$ cat src/rtl/tmr_lane_monitor.sv
// TMR lane monitor: registered bitwise-majority voter over three lanes
// with per-lane mismatch tracking and graceful TMR/DMR/SIMPLEX/DEAD decay.
module tmr_lane_monitor #(
    parameter int W         = 8,
    parameter int ERR_LIMIT = 4
) (
    input  logic         clk,
    input  logic         rst,
    input  logic         in_valid,
    input  logic [W-1:0] A,
    input  logic [W-1:0] B,
    input  logic [W-1:0] C,
    input  logic         clr_fail,
    output logic [W-1:0] Y,
    output logic         out_valid,
    output logic [2:0]   disagree,
    output logic [2:0]   lane_fail,
    output logic [1:0]   mode,
    output logic         no_majority
);

    localparam logic [3:0] LIMIT = 4'(ERR_LIMIT);

    logic [W-1:0] lane [3];
    logic [2:0]   healthy;
    logic [W-1:0] p;
    logic [W-1:0] q;
    logic         have_p;
    logic [W-1:0] y_n;
    logic         nm_n;
    logic [2:0]   dis_n;
    logic [3:0]   cnt   [3];
    logic [3:0]   cnt_n [3];
    logic [2:0]   fail_n;

    assign lane[0] = A;
    assign lane[1] = B;
    assign lane[2] = C;
    assign healthy = ~lane_fail;

    // Mode follows directly from how many lanes are retired.
    assign mode = {1'b0, lane_fail[0]} + {1'b0, lane_fail[1]}
                + {1'b0, lane_fail[2]};

    // P is the lowest-index healthy lane, Q the next healthy one.
    always_comb begin
        p      = '0;
        q      = '0;
        have_p = 1'b0;
        for (int i = 0; i < 3; i++) begin
            if (healthy[i]) begin
                if (!have_p) begin
                    p      = lane[i];
                    have_p = 1'b1;
                end else begin
                    q = lane[i];
                end
            end
        end
    end

    // Vote according to the mode in effect at the start of the cycle.
    always_comb begin
        y_n  = Y;
        nm_n = 1'b0;
        case (mode)
            2'd0: y_n = (A & B) | (B & C) | (A & C);
            2'd1: begin
                y_n  = p;
                nm_n = (p != q);
            end
            2'd2: begin
                y_n  = p;
                nm_n = 1'b1;
            end
            default: begin
                y_n  = Y;
                nm_n = 1'b1;
            end
        endcase
        for (int i = 0; i < 3; i++) begin
            dis_n[i] = healthy[i] && (lane[i] != y_n);
        end
    end

    // Consecutive-mismatch counters; a lane retires when its count hits the limit.
    always_comb begin
        for (int i = 0; i < 3; i++) begin
            cnt_n[i]  = cnt[i];
            fail_n[i] = lane_fail[i];
            if (in_valid && healthy[i]) begin
                if (dis_n[i]) begin
                    if (cnt[i] != LIMIT) begin
                        cnt_n[i] = cnt[i] + 4'd1;
                    end
                    if (cnt_n[i] == LIMIT) begin
                        fail_n[i] = 1'b1;
                    end
                end else begin
                    cnt_n[i] = '0;
                end
            end
        end
    end

    // Output and health state registers; clear beats any count or fail set.
    always_ff @(posedge clk) begin
        if (rst) begin
            Y           <= '0;
            out_valid   <= 1'b0;
            disagree    <= '0;
            no_majority <= 1'b0;
            lane_fail   <= '0;
            cnt         <= '{default: '0};
        end else begin
            out_valid <= in_valid;
            if (in_valid) begin
                Y           <= y_n;
                disagree    <= dis_n;
                no_majority <= nm_n;
            end
            if (clr_fail) begin
                lane_fail <= '0;
                cnt       <= '{default: '0};
            end else begin
                lane_fail <= fail_n;
                cnt       <= cnt_n;
            end
        end
    end

endmodule

$ cat config.mk
export PLATFORM = sky130hd
export DESIGN_NAME = tmr_lane_monitor
export DESIGN_NICKNAME = d
export VERILOG_FILES = /design/src/rtl/tmr_lane_monitor.sv
export SDC_FILE = /design/constraint.sdc
export NUM_CORES = 1
export LEC_CHECK = 0
export BUFFER_PORTS_ARGS = -buffer_cell sky130_fd_sc_hd__clkbuf_2
export CORE_MARGIN = 2
export CORE_UTILIZATION = 54
export CTS_CLUSTER_DIAMETER = 150
export DETAILED_ROUTE_END_ITERATION = 7
export HOLD_SLACK_MARGIN = 0.02
export PLACE_DENSITY = 0.78
export SLEW_MARGIN = 10
export SYNTH_ARGS = -nofsm -noshare
export SYNTH_HDL_FRONTEND = slang
export SYNTH_SLANG_ARGS = --single-unit
$ cat constraint.sdc
create_clock -name clk -period 3.2 [get_ports clk]
set_clock_uncertainty 0.05 [all_clocks]
set_input_delay 0.48 -clock clk [delete_from_list [all_inputs] [get_ports clk]]
set_output_delay 0.48 -clock clk [all_outputs]
set_load 0.1 [all_outputs]
Word level (Yosys, flattened, before mapping)
Index checks and enable logic that the tools add are counted.
- bits in registers: 28
- input port bits: 28
- output and inout port bits: 18
- add/sub/neg operators: 5
- equal/unequal tests: 12
- muxes and demuxes: 25
- bitwise gates (word level): 6
- reductions and logical operators: 12
- operators with widths (operator ; number):
    $mux 8 ; 9
    $mux 4 ; 12
    $ne 8x8->1 ; 4
    $and 8x8->8 ; 3
    $or 8x8->8 ; 2
    $pmux 8 s2 ; 1
    $add 4x1->4 const B ; 3
    $eq 4x3->1 const B ; 3
    $ne 4x3->1 const B ; 3
    $reduce_and 3->1 ; 3
    $logic_and 1x1->1 ; 6
    $reduce_or 2->1 ; 2
    $not 3->3 ; 1
    $add 1x1->2 ; 1
    $add 2x1->2 ; 1
    $eq 2x1->1 const B ; 1
    $eq 2x2->1 const B ; 1
    $logic_not 2->1 ; 1
    $mux 1 ; 2
    $pmux 1 s2 ; 1

Logic depth before layout (Yosys ltp)
Gate-level depths: netlist of the first run.
- word-level depth: 13
- mapped depth: 12

Worst setup path after synthesis of the first run
No wires, ideal clock.
- path kind: register to register
- start point: reg lane_fail[1]
- end point: reg cnt[1] (netlist bit)
- setup time: 0.139 ns
- arrival: 4.206 ns
- data required time: 3.011 ns
- path slack: -1.195 ns
- cell stages (with the launch flop): 11
- buffers on the path: 1
- clock period less this slack: 4.395 ns
- cell sequence: dfxtp_1 -> fa_1 -> ha_1 -> clkbuf_1 -> nand2b_1 -> o32a_1 -> o22a_1 -> xnor2_1 -> a221o_1 -> nor4_4 -> o32ai_1
- cells in the longest elaborated chain, start to end: 8
- elaborated cells on any way between the ends: 15
- classes of those cells: add/sub (2); eq/ne (3); mux (6); bitwise (1); reduce/logical (3)
- RTL lines (item ; line ; text):
    start, declared ; 17 ; output logic [2:0] lane_fail,
    start signal, assigned ; 126 ; lane_fail <= fail_n;
    $add 1x1->2 (*) ; 42 ; assign mode = {1'b0, lane_fail[0]} + {1'b0, lane_fail[1]}
    $add 2x1->2 (*) ; 43 ; + {1'b0, lane_fail[2]};
    named net mode[0] ; 18 ; output logic [1:0] mode,
    $eq 2x2->1 or $eq 2x1->1 (tied branches) ; 66 ; case (mode)
    $reduce_or 2->1 (no source line) ; -- ;
    $pmux 8 s2 (*) ; 66 ;
    $ne 8x8->1 (*) ; 82 ; dis_n[i] = healthy[i] && (lane[i] != y_n);
    $logic_and 1x1->1 (*) ; 82 ;
    $mux 4 (*) ; 92 ; if (dis_n[i]) begin
    end signal, assigned ; 127 ; cnt <= cnt_n;
    end, declared ; 32 ; logic [3:0] cnt [3];
Mark *: on every way through the listed nets, which the timed path passes. The rest lies on a longest branch.
A chain may end at the register's enable or synchronous reset.

Worst setup path after layout of the first run
- start point: reg lane_fail[0]
- end point: reg cnt[2] (netlist bit)
- cells in the longest elaborated chain, start to end: 10
- elaborated cells on any way between the ends: 18
- classes of those cells: add/sub (2); eq/ne (3); mux (9); bitwise (1); reduce/logical (3)
- RTL lines (item ; line):
    branches (longest 6 deep; another with $add 1x1->2) ; --
    $pmux 8 s2 (*) ; 66
    $ne 8x8->1 (*) ; 82
    $logic_and 1x1->1 (*) ; 82
    $mux 4 (*) ; 92
Mark *: on every way between the ends.

==> results of run 1 <==
[area by class of cell]
class / instances / area (sq um)
clock buffer: 4 / 66.3
fill: 587 / 2420
inverter: 35 / 131
multi-input combinational: 383 / 2660
sequential: 28 / 572
tap: 77 / 96.3
timing repair buffer: 64 / 368
[kinds of logic after synthesis]
kind of cell | Yosys count
adders and majority gates | 11
AOI/OAI and AO/OA | 174
buffers and inverters | 80
xor gates and xnor gates | 20
DFF | 28
muxes | 10
and+or+nand+nor | 168
[registers in the layout (all words and copies together) (netlist names)]
signal       count
disagree         3
lane_fail        3
out_valid        1
cnt             12
Y                8
no_majority      1
[through the flow]
stage | cells | setup TNS, ns | total power [mW] | hold WS [ns] | area (sq um)
final | 591 | 0 | 1.01 | 0.480 | 3900
after CTS | 587 | 0 | 1.01 | 0.477 | 3830
after detailed placement | 581 | 0 | 0.758 | 0.458 | 3740
after floorplan | 491 | -2.65 | 0.675 | 0.424 | 3540
after global placement | 581 | 0 | 0.755 | 0.449 | 3740
after global routing | 591 | 0 | 1.06 | 0.498 | 3900
[power breakdown]
part | switching, mW | internal [mW]
sequential | 0.0186 | 0.361
combinational | 0.272 | 0.115
clock | 0.112 | 0.136
total | 0.403 | 0.612
[timing repair]
item / 4_1_cts / 5_1_grt
pin swaps: 2 / 3
gates resized for setup: 2 / 8
gates cloned: 0 / 0
endpoints found under the setup margin: 2 / 17
buffers inserted: 2 / 4
[worst register-to-register path: stages, from the launching register on]
cell and delay (ns):
dfxtp_4 0.36, fa_2 0.61, inv_1 0.08, ha_4 0.18, buf_4 0.20, a31oi_1 0.16, o311ai_0 0.23, a2111oi_2 0.43
a31oi_1 0.19, nor4_4 0.33, a211oi_1 0.13
[synthesized netlist by cell type (all sizes together), types with 6 or more instances]
cell	number	area, sq um
nand3	20	100
nor2b	12	75.1
o21ai	45	225
inv	35	131
o31ai	6	45.0
a31oi	22	198
nor2	28	105
o32ai	6	52.6
o22ai	12	75.1
nand2b	11	71.3
nor3	8	45.0
a211oi	13	97.6
ha	9	113
a2111oi	6	71.3
clkbuf	30	113
xnor2	15	131
mux2i	8	80.1
nand3b	8	80.1
buf	15	92.6
a21oi	18	90.1
dfxtp	28	561
nand2	52	195
[metal layers]
metal / GRT usage, % / vias up / part of all wire (%)
li1: - / 1866 / -
met1: 43.3 / 1883 / 43
met2: 44.8 / 262 / 44
met3: 6.10 / 24 / 11
met4: 8.51 / 0 / 2.0
met5: 0 / - / 0
[final timing paths]
kind                     start       to  slack [ns]
hold / removal         cnt[11]  cnt[11]        0.48
setup reg to reg  lane_fail[0]   cnt[2]        0.14
setup / recovery  lane_fail[0]   cnt[2]        0.14
hold reg to reg        cnt[11]  cnt[11]        0.48
==> impl_metrics.tcl, run 1 <==
set metrics [dict create \
    cpLargestDelayFamily "compound AO/OA/AOI/OAI gates" \
    clockBufferDepth 2 \
    synthSimpleGateAreaFrac_pct 25.9 \
    finalNetCount 553 \
    syn-cell-area_sq_um 3510 \
    postCtsHoldBufs 0 \
    holdPathStages 2 \
    setup.worst_path.class "flop to flop" \
    ys_seq_area_share_pct 16.0 \
    die_h_um 84.7 \
    status "finished, final reports clean" \
    place.gp.congestion 1.07 \
    cts_num_sinks 28 \
    cts_buffers 3 \
    asyncSetResetFlopFracSynth_pct 0 \
    utilization_pct 61.7 \
    crit_buf_inv 2 \
    clk_latency_ns 0.28 \
    crit_cells 10 \
    max_stage_delay_ns 0.61 \
    crit_top_cell "a31oi_1" \
    die_x_um 84.7 \
    wl_per_cell_um 18.8 \
    p_per_area_nw_per_um2 260 \
    syn-num-nets 529 \
    via_count 4035 \
    ant_nets 0 \
    start_kind "flop" \
    synth_seq_cells 28 \
    drt-pass1-iter-count 6 \
    syn-instance-count 491 \
    setup_viol 0 \
    most-common-layout-cells "52 x nand2_1, 45 x clkbuf_2, 43 x o21ai_0, 35 x inv_1, 28 x nor2_1" \
    avgSynthCellArea_sq_um 7.16 \
    crit_chain "fa_2, inv_1, ha_4, buf_4, a31oi_1, o311ai_0, a2111oi_2, a31oi_1, nor4_4, a211oi_1" \
    yosys-mux-area-fraction_pct 2.92 \
    cp.arrival_ns 3.16 \
    drive_gt1_share_pct 20.2 \
    core_sq_um 6310 \
    synthToLayoutAreaGrowth_pct 10.9 \
    reg2regPathDepth 10 \
    critPathMaxFanout 18 \
    relSlewSlack_pct 44.5 \
    ioPinCount 46 \
    synthXorXnorAreaFrac_pct 4.99 \
    finalHoldViolCount 0 \
    synth_edf_count 0 \
    ir_worst_vdd_uv 202 \
    drt-total-wl_um 11100 \
    grt.total_usage_pct 29.9 \
    crit_required_ns 3.30 \
    period_minus_slack_ns 3.06 \
    synth-compound-area-share_pct 36.6 \
    hp-class "flop to flop" \
    worst_pin_slew_ns 0.832 \
    dp_hpwl_um 8260 \
    critPathSlowestCell "fa_2" \
    die-area_sq_um 7170 \
    grt_pass1_wl_um 17700 \
    setup.worst_path.end_class "flop" \
    layout_commonest_cell "nand2_1" \
    post-route-period-util_pct 95.6 \
    fin_ws_ns 0.142 \
    grt_antenna_before_repair 0 \
    cts.clk_slew.worst_paths_ns 0.10 \
    drc 0 \
    synthFlopType "dfxtp_1" \
    p_leak_nw 1.51 \
    htreeDepth 1 \
    clock.fmax_ghz 0.327 \
    vias_per_cell 6.83 \
    drt_first_iter_violations 714 \
    cap_violations 0 \
    grt_overflow 0 \
    post-place-ws_ns 0.0119 \
    synth_top_family_by_area "compound AO/OA/AOI/OAI gates" \
    rows 29 \
    grt_start_max_net_pins 49 \
    port_buffers 45 \
    first_global_vias 3553 \
    maxSlewViolCount 0 \
    yosys.area_share.adder_pct 4.06 \
    initial_core_util_pct 55.6 \
    yosys_warnings 0 \
    root_buffer "clkbuf_8" \
    rsz0062_at_grt "false" \
    cts_tree "done" \
    diodes 0 \
    yosys.cell_types.count 72 \
]
Power figures use the tool's default switching activity.
==> inputs of run 2 (changes only) <==
--- a/config.mk
+++ b/config.mk
@@ -12,6 +12,7 @@
 export DETAILED_ROUTE_END_ITERATION = 7
 export HOLD_SLACK_MARGIN = 0.02
 export PLACE_DENSITY = 0.78
+export REMOVE_ABC_BUFFERS = 1
 export SLEW_MARGIN = 10
 export SYNTH_ARGS = -nofsm -noshare
 export SYNTH_HDL_FRONTEND = slang
==> run 2 against run 1 <==
Against the previous run: global-route usage grew 1.1 points; first-iteration DRC count decreased by 32%; die area is the same; cell count is 0.68% higher; flip-flop and latch count unchanged; combinational power rose by 2%; worst hold slack lost 0.012 ns; cell area rose by 0.39%; critical path depth up 1.
==> impl_metrics.tcl, run 2 (same netlist as run 1, synthesis figures left out) <==
set metrics [dict create \
    grt_antenna_before_repair 0 \
    drive_gt1_share_pct 19.9 \
    top_register "cnt" \
    place.gp.congestion 0.960 \
    clockBufferDepth 2 \
    largest_reg_flops 12 \
    die_x_um 84.7 \
    finalHoldViolCount 0 \
    setup_viol 0 \
    post-route-period-util_pct 96.2 \
    grt_pass1_wl_um 18200 \
    place_area_sq_um 3790 \
    p_leak_nw 1.53 \
    max_stage_delay_ns 0.50 \
    critPathSlowestCell "fa_1" \
    initial_core_util_pct 55.6 \
    final_area_sq_um 3910 \
    status "finished, final reports clean" \
    period_minus_slack_ns 3.08 \
    setup-tns-final_ns 0 \
    critPathMaxFanout 6 \
    p_per_area_nw_per_um2 275 \
    die_h_um 84.7 \
    startpoint "lane_fail[0]" \
    grt_overflow 0 \
    clock.fmax_ghz 0.325 \
    synthToLayoutAreaGrowth_pct 11.3 \
    maxSlewViolCount 0 \
    dp_hpwl_um 8240 \
    clk_latency_ns 0.29 \
    layout_commonest_cell "nand2_1" \
    core_sq_um 6310 \
    rr_startpoint "lane_fail[0]" \
    multi_input_area_sq_um 2650 \
    rows 29 \
    vias_per_cell 6.77 \
    drc 0 \
    cts_buffers 3 \
    diodes 0 \
    relSlewSlack_pct 50.5 \
    crit_required_ns 3.32 \
    crit_top_cell "buf_4" \
    root_buffer "clkbuf_8" \
    ant_nets 0 \
    ioPinCount 46 \
    grt.total_usage_pct 31.0 \
    fillerInstances 600 \
    top_regs "cnt x12, Y x8" \
    ir_worst_vdd_uv 258 \
    cp.arrival_ns 3.19 \
    crit_buf_inv 2 \
    utilization_pct 62.0 \
    setup.worst_path.end_class "flop" \
    worst_pin_slew_ns 0.723 \
    cap_violations 0 \
    hp-start "cnt[7]" \
    grt_start_max_net_pins 49 \
    drt-total-wl_um 11100 \
    regArea_sq_um 562 \
    die-area_sq_um 7170 \
    wl_per_cell_um 18.7 \
    cts_num_sinks 28 \
    setup.worst_path.class "flop to flop" \
    first_global_vias 3654 \
    via_count 4030 \
    cts.clk_slew.worst_paths_ns 0.11 \
    drt-pass1-iter-count 7 \
    cts_tree "done" \
    htreeDepth 1 \
    hp-class "flop to flop" \
    cpLargestDelayFamily "compound AO/OA/AOI/OAI gates" \
    port_buffers 45 \
    start_kind "flop" \
    finalNetCount 557 \
    most-common-layout-cells "52 x nand2_1, 45 x clkbuf_2, 44 x o21ai_0, 35 x inv_1, 28 x nor2_1" \
    crit_chain "fa_1, buf_4, ha_1, nand2b_1, o32a_1, o22a_1, xnor2_1, a221o_1, nor4_4, buf_4, a211oi_1" \
    drt_first_iter_violations 488 \
]
run 2: path summary, 6_finish.rpt:
check	to	slack (ns)	cells past startpoint
min reg2reg	cnt[7]	0.47	2
max	cnt[0]	0.12	11
min	cnt[7]	0.47	2
max reg2reg	cnt[0]	0.12	11
run 2: layout make-up:
type,instances,share of cell area [%]
clock buffers,3,1.06
flip-flops and latches,28,14.4
clock inverters,1,0.768
well taps,77,2.46
repair buffers,68,10.2
inverters,35,3.36
multi-input cells,383,67.8
run 2: layer usage:
metal  track usage [%]  wire length (um)
met5                 0                 0
met1              44.9              4730
met4              10.5               422
met2              47.2              4800
met3              3.93              1170
run 2: repair_timing:
item / 4_1_cts / 5_1_grt
resized for setup: 2 / 7
setup endpoints to repair: 13 / 17
hold buffers: 0 / 0
pin swaps: 3 / 2
buffers inserted: 1 / 1
run 2: report_power, final:
part	internal (mW)	switching, mW
registers	0.363	0.0192
clock network	0.168	0.130
logic	0.120	0.273
run 2: worst register-to-register path, cell delays in order, from the launching register on:
cell	delay (ns)
dfxtp_2	0.35
fa_1	0.50
buf_4	0.17
ha_1	0.20
nand2b_1	0.14
o32a_1	0.37
o22a_1	0.22
xnor2_1	0.13
a221o_1	0.31
nor4_4	0.27
buf_4	0.18
a211oi_1	0.08
run 2: metrics by stage:
step           setup WS (ns)  total power [mW]  hold slack, ns  instances
2_1_floorplan          -2.16             0.643           0.423        446
3_3_place_gp         -0.0592             0.761           0.434        589
3_5_place_dp          -0.153             0.767           0.450        589
4_1_cts               0.0592              1.06           0.465        594
5_1_grt             -0.00129              1.11           0.489        595
6_report               0.122              1.07           0.468        595
==> inputs of run 3 (changes only) <==
--- a/config.mk
+++ b/config.mk
@@ -6,7 +6,7 @@
 export NUM_CORES = 1
 export LEC_CHECK = 0
 export BUFFER_PORTS_ARGS = -buffer_cell sky130_fd_sc_hd__clkbuf_2
-export CORE_MARGIN = 2
+export CORE_MARGIN = 5
 export CORE_UTILIZATION = 54
 export CTS_CLUSTER_DIAMETER = 150
 export DETAILED_ROUTE_END_ITERATION = 7
==> run 3 against run 2 <==
Against the previous run: clock power fell by 1%; die area rose by 15%; critical path type unchanged; setup slack got worse by 0.034 ns; largest cell class unchanged; non-clock buffer count rose by 4; utilization rose by 0.75 points; first-iteration DRC count rose by 19%; via count rose by 4.1%; sequential power barely moved; combinational power rose by 2%; global-route usage fell by 3.4 points; flip-flop and latch count did not move; sequential share of layout area fell by 0.25 points.
==> impl_metrics.tcl, run 3 (same netlist as run 1, synthesis figures left out) <==
set metrics [dict create \
    clockBufferDepth 2 \
    drive_gt1_share_pct 21.3 \
    start_kind "flop" \
    grt.total_usage_pct 27.5 \
    clk_latency_ns 0.29 \
    synthToLayoutAreaGrowth_pct 13.3 \
    rows 29 \
    period_minus_slack_ns 3.11 \
    root_buffer "clkbuf_8" \
    via_count 4194 \
    cts_buffers 3 \
    setup_viol 0 \
    layout_commonest_cell "nand2_1" \
    cap_violations 0 \
    status "finished, final reports clean" \
    grt_start_max_net_pins 49 \
    setup.worst_path.end_class "flop" \
    core_sq_um 6350 \
    finalHoldViolCount 0 \
    most-common-layout-cells "52 x nand2_1, 45 x clkbuf_2, 44 x o21ai_0, 34 x inv_1, 28 x nor2_1" \
    clock.fmax_ghz 0.321 \
    route.met2.wl_um 5410 \
    worst_pin_slew_ns 0.643 \
    crit_top_cell "buf_4" \
    ioPinCount 46 \
    top_regs "cnt x12, Y x8" \
    maxSlewViolCount 0 \
    place_area_sq_um 3790 \
    grt_overflow 0 \
    htreeDepth 1 \
    drt-pass1-iter-count 7 \
    vias_per_cell 7.00 \
    hp-class "input pin to flop" \
    initial_core_util_pct 55.3 \
    ir_worst_vdd_uv 208 \
    cts_tree "done" \
    wl_per_cell_um 19.9 \
    first_global_vias 3820 \
    dp_hpwl_um 8700 \
    post-route-period-util_pct 97.3 \
    diodes 0 \
    cp.arrival_ns 3.23 \
    critPathMaxFanout 9 \
    fin_hold_ws_ns 0.468 \
    p_leak_nw 1.56 \
    setup.worst_path.class "flop to flop" \
    crit_chain "fa_1, buf_4, ha_1, buf_4, o221ai_1, o32ai_1, o2111ai_2, nor3_4, buf_4, a211oi_1" \
    die_x_um 90.7 \
    die_h_um 90.7 \
    relSlewSlack_pct 57.0 \
    wl_met1_um 4730 \
    critPathSlowestCell "o32ai_1" \
    cts_num_sinks 28 \
    utilization_pct 62.7 \
    setup-tns-final_ns 0 \
    postCtsHoldBufs 0 \
    top_layer "met4" \
    place.gp.congestion 0.975 \
    final_area_sq_um 3980 \
    finalNetCount 561 \
    crit_required_ns 3.32 \
    drt-total-wl_um 11900 \
    drc 0 \
    wl_met3_um 1300 \
    die-area_sq_um 8220 \
    ant_nets 0 \
    p_per_area_nw_per_um2 271 \
    cts.clk_slew.worst_paths_ns 0.10 \
    grt_pass1_wl_um 19000 \
    largest_reg_flops 12 \
    top_register "cnt" \
    drt_first_iter_violations 583 \
    port_buffers 45 \
    max_stage_delay_ns 0.61 \
    grt_antenna_before_repair 0 \
]
## run 3: cell types whose count changed in the layout (fill, tap and decap cells not counted), moves of 2 or more
| cell | before | now |
|---|---|---|
| mux2i_2 | 0 | 3 |
| buf_4 | 23 | 27 |
| a31oi_2 | 2 | 0 |
| mux2i_1 | 8 | 5 |
| a31oi_1 | 16 | 18 |
## run 3: layer usage
| metal | GRT usage, % | up-vias |
|---|---|---|
| met5 | 0 | - |
| met3 | 5.08 | 52 |
| met1 | 37.3 | 1960 |
| met2 | 42.4 | 302 |
| li1 | - | 1880 |
| met4 | 11.8 | 0 |
## run 3: final timing paths
kind | start | to | slack (ns) | depth (start not counted)
min | rst | Y[0] | 0.47 | 2
min reg2reg | cnt[7] | cnt[7] | 0.48 | 2
max reg2reg | lane_fail[0] | cnt[8] | 0.09 | 10
max | lane_fail[0] | cnt[8] | 0.09 | 10
## run 3: critical path: cells and delay by family (launching register included)
family                     cells  cell delay, ns
AOI/OAI and AO/OA              4            1.07
adders and majority gates      2            0.74
buffers and inverters          3            0.49
DFF                            1            0.34
and+or+nand+nor                1            0.29
## run 3: metrics by stage
step                worst slack (ns)  instances  total power, mW
finish                        0.0875        599             1.08
global placement              0.0236        589            0.765
floorplan                      -2.16        446            0.643
CTS                           0.0306        594             1.06
global route                 -0.0305        599             1.12
detailed placement           -0.0166        589            0.768
## run 3: layout make-up
class | instances | area [sq um]
clock inverter | 1 | 30.0
inverter | 35 | 131
tap | 77 | 96.3
multi-input combinational | 383 | 2690
timing repair buffer | 72 | 428
sequential | 28 | 562
clock buffer | 3 | 41.3
fill | 572 | 2370
## run 3: repair_timing
action,4_1_cts,5_1_grt
gates cloned,0,0
pin swaps,2,8
resized for setup,2,13
buffers inserted,1,5
setup endpoints to repair,3,18
## run 3: power by group
group / switching (mW) / leakage [nW] / total (mW) / internal (mW)
registers: 0.0205 / 0.230 / 0.384 / 0.363
clock network: 0.126 / 0.0357 / 0.294 / 0.168
logic: 0.280 / 1.30 / 0.400 / 0.121
